--- src/rtl/stream_mux_pkg.sv ---
// Shared constants and elaboration helpers for the N:1 stream multiplexer
// and its arbiter.
package stream_mux_pkg;

   localparam int unsigned MUX_MODE_RR    = 0;
   localparam int unsigned MUX_MODE_FIXED = 1;

   localparam int unsigned MUX_N_MIN = 2;
   localparam int unsigned MUX_N_MAX = 16;

   function automatic int unsigned clog2(input int unsigned value);
      int unsigned result;
      result = 0;
      while ((64'd1 << result) < 64'(value)) result++;
      return result;
   endfunction

   // Select index width; never narrower than one bit.
   function automatic int unsigned sel_width(input int unsigned n);
      return (clog2(n) < 1) ? 1 : clog2(n);
   endfunction

endpackage

--- src/rtl/arb_nx1.sv ---
// N-way arbiter: round-robin (pointer register) or fixed lowest-index priority,
// with an external hold that pins the grant to one channel.
module arb_nx1
   import stream_mux_pkg::*;
#(
   parameter int unsigned N    = 4,
   parameter int unsigned MODE = MUX_MODE_RR,
   localparam int unsigned SELW = sel_width(N)
) (
   input  logic            CLK,
   input  logic            RSTn,
   input  logic [N-1:0]    REQ,
   input  logic            ADVANCE,
   input  logic            HOLD,
   input  logic [SELW-1:0] HOLD_IDX,
   output logic [N-1:0]    GNT,
   output logic [SELW-1:0] GNT_IDX
);

   logic [SELW-1:0] ptr_q, ptr_d;
   logic [SELW-1:0] search_idx;
   logic [SELW-1:0] cand_idx;
   logic            search_hit;
   int unsigned     cand;

   // Search upward from the pointer with wrap; the pointer is pinned at 0 in
   // fixed-priority mode, which turns the same search into lowest-index-wins.
   always_comb begin
      search_idx = '0;
      search_hit = 1'b0;
      cand       = 0;
      cand_idx   = '0;
      for (int unsigned k = 0; k < N; k++) begin
         cand = 32'(ptr_q) + k;
         if (cand >= N) cand = cand - N;
         cand_idx = SELW'(cand);
         if (!search_hit && REQ[cand_idx]) begin
            search_hit = 1'b1;
            search_idx = cand_idx;
         end
      end
   end

   always_comb begin
      GNT     = '0;
      GNT_IDX = search_idx;
      if (HOLD) begin
         GNT_IDX = HOLD_IDX;
         if (REQ[HOLD_IDX]) GNT[HOLD_IDX] = 1'b1;
      end else if (search_hit) begin
         GNT[search_idx] = 1'b1;
      end
   end

   always_comb begin
      ptr_d = ptr_q;
      if (ADVANCE) ptr_d = (32'(GNT_IDX) == N - 1) ? '0 : GNT_IDX + 1'b1;
   end

   always_ff @(posedge CLK or negedge RSTn) begin
      if (!RSTn) begin
         ptr_q <= '0;
      end else if (MODE == MUX_MODE_RR) begin
         ptr_q <= ptr_d;
      end
   end

endmodule

--- src/rtl/stream_mux_nx1.sv ---
// Registered N:1 valid/ready stream multiplexer with internal arbitration.
// Optional packet lock (grant held until LAST) enabled by STREAM_MUX_PKT_LOCK_EN.
module stream_mux_nx1
   import stream_mux_pkg::*;
#(
   parameter int unsigned WIDTH = 8,
   parameter int unsigned N     = 4,
   parameter int unsigned MODE  = MUX_MODE_RR,
   localparam int unsigned SELW = sel_width(N)
) (
   input  logic               CLK,
   input  logic               RSTn,
   input  logic [N*WIDTH-1:0] IN_DATA,
   input  logic [N-1:0]       IN_VALID,
   input  logic [N-1:0]       IN_LAST,
   output logic [N-1:0]       IN_READY,
   output logic [WIDTH-1:0]   OUT_DATA,
   output logic               OUT_VALID,
   output logic               OUT_LAST,
   output logic [SELW-1:0]    OUT_SEL,
   input  logic               OUT_READY
);

   if (N < MUX_N_MIN || N > MUX_N_MAX || MODE > MUX_MODE_FIXED) begin : g_bad_param
      $fatal(1, "stream_mux_nx1: unsupported N=%0d MODE=%0d", N, MODE);
   end

   logic [WIDTH-1:0] data_q, data_d;
   logic             valid_q, valid_d;
   logic             last_q, last_d;
   logic [SELW-1:0]  sel_q, sel_d;

   logic [N-1:0]     gnt;
   logic [SELW-1:0]  gnt_idx;
   logic             accept;
   logic             xfer;
   logic             advance;
   logic             hold;
   logic [SELW-1:0]  hold_idx;
   logic [WIDTH-1:0] sel_data;
   logic             sel_last;

   assign accept   = !valid_q || OUT_READY;
   // Gated by RSTn so producers never see a ready while the mux is in reset.
   assign IN_READY = (accept && RSTn) ? gnt : '0;
   assign xfer     = |(IN_VALID & IN_READY);

   always_comb begin
      sel_data = '0;
      sel_last = 1'b0;
      for (int unsigned i = 0; i < N; i++) begin
         if (gnt[i]) begin
            sel_data = IN_DATA[i*WIDTH +: WIDTH];
            sel_last = IN_LAST[i];
         end
      end
   end

`ifdef STREAM_MUX_PKT_LOCK_EN
   logic            lock_q, lock_d;
   logic [SELW-1:0] lock_idx_q, lock_idx_d;

   always_comb begin
      lock_d     = lock_q;
      lock_idx_d = lock_idx_q;
      if (xfer) begin
         lock_d     = !sel_last;
         lock_idx_d = gnt_idx;
      end
   end

   always_ff @(posedge CLK or negedge RSTn) begin
      if (!RSTn) begin
         lock_q     <= 1'b0;
         lock_idx_q <= '0;
      end else begin
         lock_q     <= lock_d;
         lock_idx_q <= lock_idx_d;
      end
   end

   assign hold     = lock_q;
   assign hold_idx = lock_idx_q;
   assign advance  = xfer && sel_last;
`else
   assign hold     = 1'b0;
   assign hold_idx = '0;
   assign advance  = xfer;
`endif

   arb_nx1 #(
      .N    (N),
      .MODE (MODE)
   ) u_arb (
      .CLK      (CLK),
      .RSTn     (RSTn),
      .REQ      (IN_VALID),
      .ADVANCE  (advance),
      .HOLD     (hold),
      .HOLD_IDX (hold_idx),
      .GNT      (gnt),
      .GNT_IDX  (gnt_idx)
   );

   always_comb begin
      valid_d = valid_q;
      data_d  = data_q;
      last_d  = last_q;
      sel_d   = sel_q;
      if (accept) valid_d = xfer;
      if (xfer) begin
         data_d = sel_data;
         last_d = sel_last;
         sel_d  = gnt_idx;
      end
   end

   always_ff @(posedge CLK or negedge RSTn) begin
      if (!RSTn) begin
         valid_q <= 1'b0;
         data_q  <= '0;
         last_q  <= 1'b0;
         sel_q   <= '0;
      end else begin
         valid_q <= valid_d;
         data_q  <= data_d;
         last_q  <= last_d;
         sel_q   <= sel_d;
      end
   end

   assign OUT_DATA  = data_q;
   assign OUT_VALID = valid_q;
   assign OUT_LAST  = last_q;
   assign OUT_SEL   = sel_q;

endmodule

--- config.mk ---
export PLATFORM = sky130hd
export DESIGN_NAME = stream_mux_nx1
export DESIGN_NICKNAME = d
export VERILOG_FILES = /design/src/rtl/stream_mux_pkg.sv /design/src/rtl/arb_nx1.sv /design/src/rtl/stream_mux_nx1.sv
export SDC_FILE = /design/constraint.sdc
export NUM_CORES = 1
export LEC_CHECK = 0
export ABC_AREA = 1
export CAP_MARGIN = 10
export CORE_ASPECT_RATIO = 0.8
export CORE_MARGIN = 2
export CORE_UTILIZATION = 39
export DETAILED_ROUTE_END_ITERATION = 16
export PLACE_DENSITY_LB_ADDON = 0.3
export SETUP_SLACK_MARGIN = 0.05
export SYNTH_ARGS = -nofsm -noshare
export SYNTH_HDL_FRONTEND = slang
export SYNTH_SLANG_ARGS = --single-unit
export TNS_END_PERCENT = 20
--- constraint.sdc ---
create_clock -name CLK -period 3.3 [get_ports CLK]
set_clock_uncertainty 0.15 [all_clocks]
set_input_delay 0.66 -clock CLK [delete_from_list [all_inputs] [get_ports CLK]]
set_output_delay 0.66 -clock CLK [all_outputs]
set_load 0.03 [all_outputs]
==> results of run 1 <==
## kinds of logic (layout without fill, tap and decap cells)
kind of cell             count (synthesis)  after routing  synth area share [%]
flip-flops                              14             14                  24.9
AO/OA/AOI/OAI                            9              9                  3.73
adder cells (fa/ha/maj)                  4              4                  3.55
AND/OR/NAND/NOR                        166            166                  54.9
buffers and inverters                   41            118                  13.0
## metrics by stage
stage / hold WS, ns / util [%]
2_1_floorplan: 0.214 / -
3_3_place_gp: 0.315 / 62.1
3_5_place_dp: 0.315 / 62.1
4_1_cts: 0.330 / 64.9
5_1_grt: 0.364 / 66.7
6_report: 0.325 / 66.7
## area by class of cell
cell class / count / area (um2) / area share [%]
Multi-Input combinational cell: 179 / 947 / 41.2
Timing Repair Buffer: 84 / 774 / 33.7
Sequential cell: 14 / 352 / 15.3
Inverter: 30 / 118 / 5.12
Clock buffer: 4 / 55.1 / 2.40
Tap cell: 42 / 52.6 / 2.29
## state kept, by name (all words and copies together), names as in the netlist
register     count
OUT_DATA         8
OUT_LAST         1
OUT_SEL          2
OUT_VALID        1
u_arb.ptr_q      2
## per-layer routing
layer	vias to the layer above	global-route usage [%]
li1	882	-
met1	766	24.9
met2	50	32.8
met3	2	5.22
met4	0	2.96
met5	-	0
## worst max-delay path, delay by kind of cell (launching register included)
family	cells	cell delay (ns)
fa+ha+maj	1	0.14
buf+inv	5	0.57
simple gates	7	0.69
flops	1	0.47
compound gates	1	0.20
## layout by cell type, fill, tap and decap left out
cell type and n:
and2_4 1, buf_12 2, buf_4 27, buf_6 1, clkbuf_2 4, clkbuf_8 4
clkdlybuf4s50_1 50, dfrtp_1 13, dfrtp_2 1, ha_1 1, ha_2 1, ha_4 2
inv_1 26, inv_2 2, inv_4 2, nand2_1 79, nand2_2 13, nand2_4 1
nand3_1 38, nand3_2 2, nand3_4 1, nand4_1 6, nor2_1 11, nor2_2 1
nor2_4 2, nor2_8 1, o211ai_1 1, o21a_2 1, o21ai_0 3, o21ai_1 3
o21bai_1 1, or2_2 10
## what timing repair did
item / 4_1_cts / 5_1_grt
gates resized for setup: 12 / 22
pin swaps: 4 / 13
hold buffers: 0 / 0
buffers inserted: 3 / 4
endpoints found under the hold margin: 0 / 0
endpoints found under the setup margin: 11 / 4
## Yosys cell counts
| cell | instances | area share, % |
|---|---|---|
| nor2_8 | 1 | 1.4 |
| inv_2 | 1 | 0.27 |
| ha_1 | 4 | 3.6 |
| and2_4 | 1 | 0.62 |
| buf_2 | 3 | 1.1 |
| nand3_1 | 40 | 14 |
| nand2_1 | 88 | 23 |
| nor2_1 | 13 | 3.5 |
| o211ai_1 | 1 | 0.53 |
| nand4_1 | 6 | 2.7 |
| o21ai_0 | 3 | 1.1 |
| inv_4 | 1 | 0.44 |
| nand3_4 | 1 | 1.2 |
| o21a_1 | 1 | 0.53 |
| o21ai_1 | 3 | 1.1 |
| nor2_4 | 1 | 0.80 |
| dfrtp_1 | 14 | 25 |
| nand2_2 | 4 | 1.8 |
| inv_1 | 28 | 7.5 |
| or2_2 | 10 | 4.4 |
| buf_6 | 2 | 1.6 |
| clkbuf_1 | 4 | 1.1 |
| buf_4 | 2 | 1.1 |
| nand2_4 | 1 | 0.80 |
| o21bai_1 | 1 | 0.53 |
## path summary, 6_finish.rpt
check                          startpoint             end  slack, ns  cells after the start
setup / recovery           u_arb.ptr_q[0]     IN_READY[2]       0.16                     14
hold / removal                OUT_DATA[7]     OUT_DATA[7]       0.32                      2
setup reg to reg           u_arb.ptr_q[0]     OUT_DATA[1]       0.40                     16
hold reg to reg               OUT_DATA[7]     OUT_DATA[7]       0.32                      2
max in group asynchronous            RSTn  u_arb.ptr_q[0]       2.21                      2
min in group asynchronous            RSTn     OUT_DATA[5]       0.61                      2
==> flow_summary.yaml, run 1 <==
run_status:
  status: "complete, no violations"
synth:
  syn_area_mm2: 0.00141
  yosysSeqAreaShare_pct: 24.9
  syn_area_per_cell_um2: 6.02
  ys_seq_elements: 14
  syn_inst: 234
  syn_nets: 281
  synth_cell_type_count: 25
  ys_warn_count: 0
detailed_routing:
  drtIter0Drc: 52
  dr_wl_met3_um: 237
  drt-total-wl_um: 4050
  firstDrtPassIters: 4
  ant_nets: 0
  drc: 0
  wl_met2_um: 2010
  m1WireLength_um: 1780
  top_layer: "met4"
  dr_total_vias: 1700
  routedWlPerCell_um: 11.5
  drt-vias-per-instance: 4.82
place:
  portBuffers: 58
  pre_cts_ws_ns: -0.239
  dp_cells: 342
  gp_congestion: 0.893
  hpwl_um: 3030
  dpl_cell_area_mm2: 0.00214
final_layout:
  fin_area_mm2: 0.00230
  final_nets: 359
  fin_cells: 353
  syn_to_final_growth_pct: 63.1
  antennaDiodeCount: 0
  drive_gt1_share_pct: 25.4
  n_fill_cell: 308
clock_network:
  tritoncts: "done"
  clk_latency_ns: 0.24
  path_clk_slew_ns: 0.05
  clockBufferDepth: 2
  cts_buffers: 3
  clock-sinks: 14
  htree_num_levels: 1
  cts_root_buf: "clkbuf_8"
setup_path:
  crit_arrival_ns: 2.33
  cp-end-kind: "output pin"
  crit_path_top_delay_cell: "dfrtp_2"
  cp.required_ns: 2.49
  crit_path_frequent_cell: "nand2_2"
  cp_max_fo: 8
  path_cells: "inv_4 -> nand2_1 -> nand2_2 -> buf_4 -> buf_4 -> nand2_1 -> and2_4 -> o211ai_1 -> nand2_2 -> inv_4 -> ha_4 -> nand2_2 -> nor2_2 -> buf_6"
  critPathKind: "reg2out"
  startpoint_type: "flop"
  critPathMaxStageDelay_ns: 0.47
timing:
  rsz0062_at_grt: "false"
  fin_setup_tns_ns: 0
  setup_viol: 0
  finalCriticalPeriod_ns: 3.14
  fin_ws_ns: 0.155
  period_share_pct: 95.3
  maxSlewViolCount: 0
  tightest_slew_ns: 0.316
  hold_viol: 0
  relSlewSlack_pct: 78.9
  max_freq_mhz: 318
global_routing:
  grt_first_pass_wirelength_um: 6280
  grt_overflow: 0
  antenna_found_initial: 0
  grt_pass1_vias: 1463
  track_usage_pct: 19.2
  grt_max_degree: 36
hold_path:
  min_path_type: "reg2reg"
floorplan:
  chipHeight_um: 57.8
  dieArea_mm2: 0.00411
  die_w_um: 71.2
  pin_count: 59
  num_rows: 19
  initial_core_util_pct: 40.9
  core_mm2: 0.00345
run:
  maxCapViolations: 0
Power of run 1 is left out: the tool's default activity adds up to more than one toggle a clock period on the data nets, which glitch-free logic cannot reach.
==> run 2, diff against run 1 <==
--- a/config.mk
+++ b/config.mk
@@ -7,10 +7,13 @@
 export LEC_CHECK = 0
 export ABC_AREA = 1
 export CAP_MARGIN = 10
+export CELL_PAD_IN_SITES_DETAIL_PLACEMENT = 1
+export CELL_PAD_IN_SITES_GLOBAL_PLACEMENT = 1
 export CORE_ASPECT_RATIO = 0.8
 export CORE_MARGIN = 2
-export CORE_UTILIZATION = 39
+export CORE_UTILIZATION = 25
 export DETAILED_ROUTE_END_ITERATION = 16
+export GPL_TIMING_DRIVEN = 0
 export PLACE_DENSITY_LB_ADDON = 0.3
 export SETUP_SLACK_MARGIN = 0.05
 export SYNTH_ARGS = -nofsm -noshare
==> run 2 against run 1 <==
Sequential share of layout area fell by 1.5 points; via count is 3.7% higher; first-iteration DRC count is the same; worst setup slack got worse by 0.12 ns; global-route usage is 1.4 points lower; non-clock buffer count rose by 2; register-to-register slack improved by 0.10 ns; utilization is 20 points lower; worst hold slack improved by 0.0091 ns; maximum frequency decreased by 3.8%; clock-buffer cell count is the same; critical endpoint is now IN_READY[1]; highest routed layer unchanged.
==> flow_summary.yaml, run 2 (synthesis results as in run 1) <==
run_status:
  status: "complete, no violations"
floorplan:
  initial_core_util_pct: 25.9
  dieArea_mm2: 0.00626
  pin_count: 59
  core_mm2: 0.00544
  num_rows: 24
  chipHeight_um: 71.1
  die_w_um: 87.9
final_layout:
  final_cell_mix: "nand2_1 (71), clkdlybuf4s50_1 (49), nand3_1 (36)"
  final_common_cell: "nand2_1"
  largest_reg_flops: 8
  fin_cells: 391
  antennaDiodeCount: 0
  finalCoreUtilization_pct: 46.8
  final_nets: 361
  syn_to_final_growth_pct: 80.5
  drive_gt1_share_pct: 30.7
place:
  pre_cts_ws_ns: -1.48
  gp_congestion: 0.775
  hpwl_um: 3870
  dp_cells: 370
  portBuffers: 58
clock_network:
  cts_root_buf: "clkbuf_8"
  tritoncts: "done"
  htree_num_levels: 1
  path_clk_slew_ns: 0.06
  clockBufferDepth: 2
  clk_latency_ns: 0.25
  clock-sinks: 14
  cts_buffers: 3
hold_path:
  min_path_type: "reg2reg"
  min_from: "OUT_DATA[3]"
detailed_routing:
  drc: 0
  firstDrtPassIters: 4
  ant_nets: 0
  routedWlPerCell_um: 13.6
  drt-total-wl_um: 5310
  dr_total_vias: 1763
  drt-vias-per-instance: 4.51
  drtIter0Drc: 52
setup_path:
  cp.required_ns: 2.49
  crit_path_frequent_cell: "nand2_2"
  cp_max_fo: 8
  crit_path_start: "u_arb.ptr_q[0]"
  cp-end-kind: "output pin"
  crit_path_top_delay_cell: "dfrtp_1"
  path_cells: "buf_6 -> buf_4 -> nand2_2 -> nand3_4 -> nand2_4 -> nor2_8 -> nand2_2 -> o211ai_1 -> nand2_2 -> ha_4 -> clkbuf_8 -> clkbuf_16 -> nand2_4 -> nor2_4 -> buf_6"
  crit_arrival_ns: 2.46
  startpoint_type: "flop"
  critPathKind: "reg2out"
  r2r-start: "u_arb.ptr_q[0]"
  critPathMaxStageDelay_ns: 0.34
global_routing:
  grt_max_degree: 20
  track_usage_pct: 17.8
  grt_overflow: 0
  grt_first_pass_wirelength_um: 8720
  grt_pass1_vias: 1864
  antenna_found_initial: 0
timing:
  finalCriticalPeriod_ns: 3.27
  tightest_slew_ns: 0.784
  setup_viol: 0
  fin_ws_ns: 0.0320
  rsz0062_at_grt: "true"
  period_share_pct: 99.0
  max_freq_mhz: 306
  hold_viol: 0
  maxSlewViolCount: 0
  relSlewSlack_pct: 47.4
run:
  maxCapViolations: 0
run 2: cell type report:
| cell class | instances | area, um2 |
|---|---|---|
| flip-flops and latches | 14 | 352 |
| plain buffers | 10 | 119 |
| clock buffers | 4 | 55.1 |
| fillers | 708 | 2890 |
| well taps | 78 | 97.6 |
| multi-input cells | 179 | 1100 |
| inverters | 30 | 128 |
| repair buffers | 76 | 692 |
run 2: repair_timing:
item | in CTS | in global routing
setup buffers | 10 | 8
pin swaps | 17 | 14
resized for setup | 89 | 28
hold buffers | 0 | 0
endpoints found under the setup margin | 15 | 4
hold endpoints to repair | 0 | 0
run 2: worst paths after layout:
| check | end | depth (start not counted) | slack, ns |
|---|---|---|---|
| max in group asynchronous | u_arb.ptr_q[1] | 1 | 2.14 |
| setup / recovery | IN_READY[1] | 15 | 0.03 |
| hold / removal | OUT_DATA[3] | 2 | 0.33 |
| setup reg to reg | OUT_DATA[4] | 19 | 0.50 |
| min in group asynchronous | u_arb.ptr_q[0] | 1 | 0.40 |
| hold reg to reg | OUT_DATA[3] | 2 | 0.33 |
run 2: critical path: cells and delay by family (launching register included):
kind	cells	cell delay, ns
adders and majority gates	1	0.21
and+or+nand+nor	8	0.72
DFF	1	0.34
AOI/OAI and AO/OA	1	0.20
buffers and inverters	5	0.71
run 2: per-layer routing:
layer	GRT usage, %	share of wire (%)
met2	29.2	49
met4	2.74	0.83
met1	24.5	46
met5	0	0
met3	3.62	4.2
run 2: per-stage QoR:
stage | cell area [um2] | hold slack [ns] | setup TNS [ns]
2_1_floorplan | 1420 | 0.214 | -0.0299
3_3_place_gp | 2100 | 0.316 | -9.32
3_5_place_dp | 2100 | 0.321 | -10.41
4_1_cts | 2400 | 0.336 | 0
5_1_grt | 2540 | 0.350 | -0.231
6_report | 2540 | 0.334 | 0
Power of run 2 is left out for the same reason.
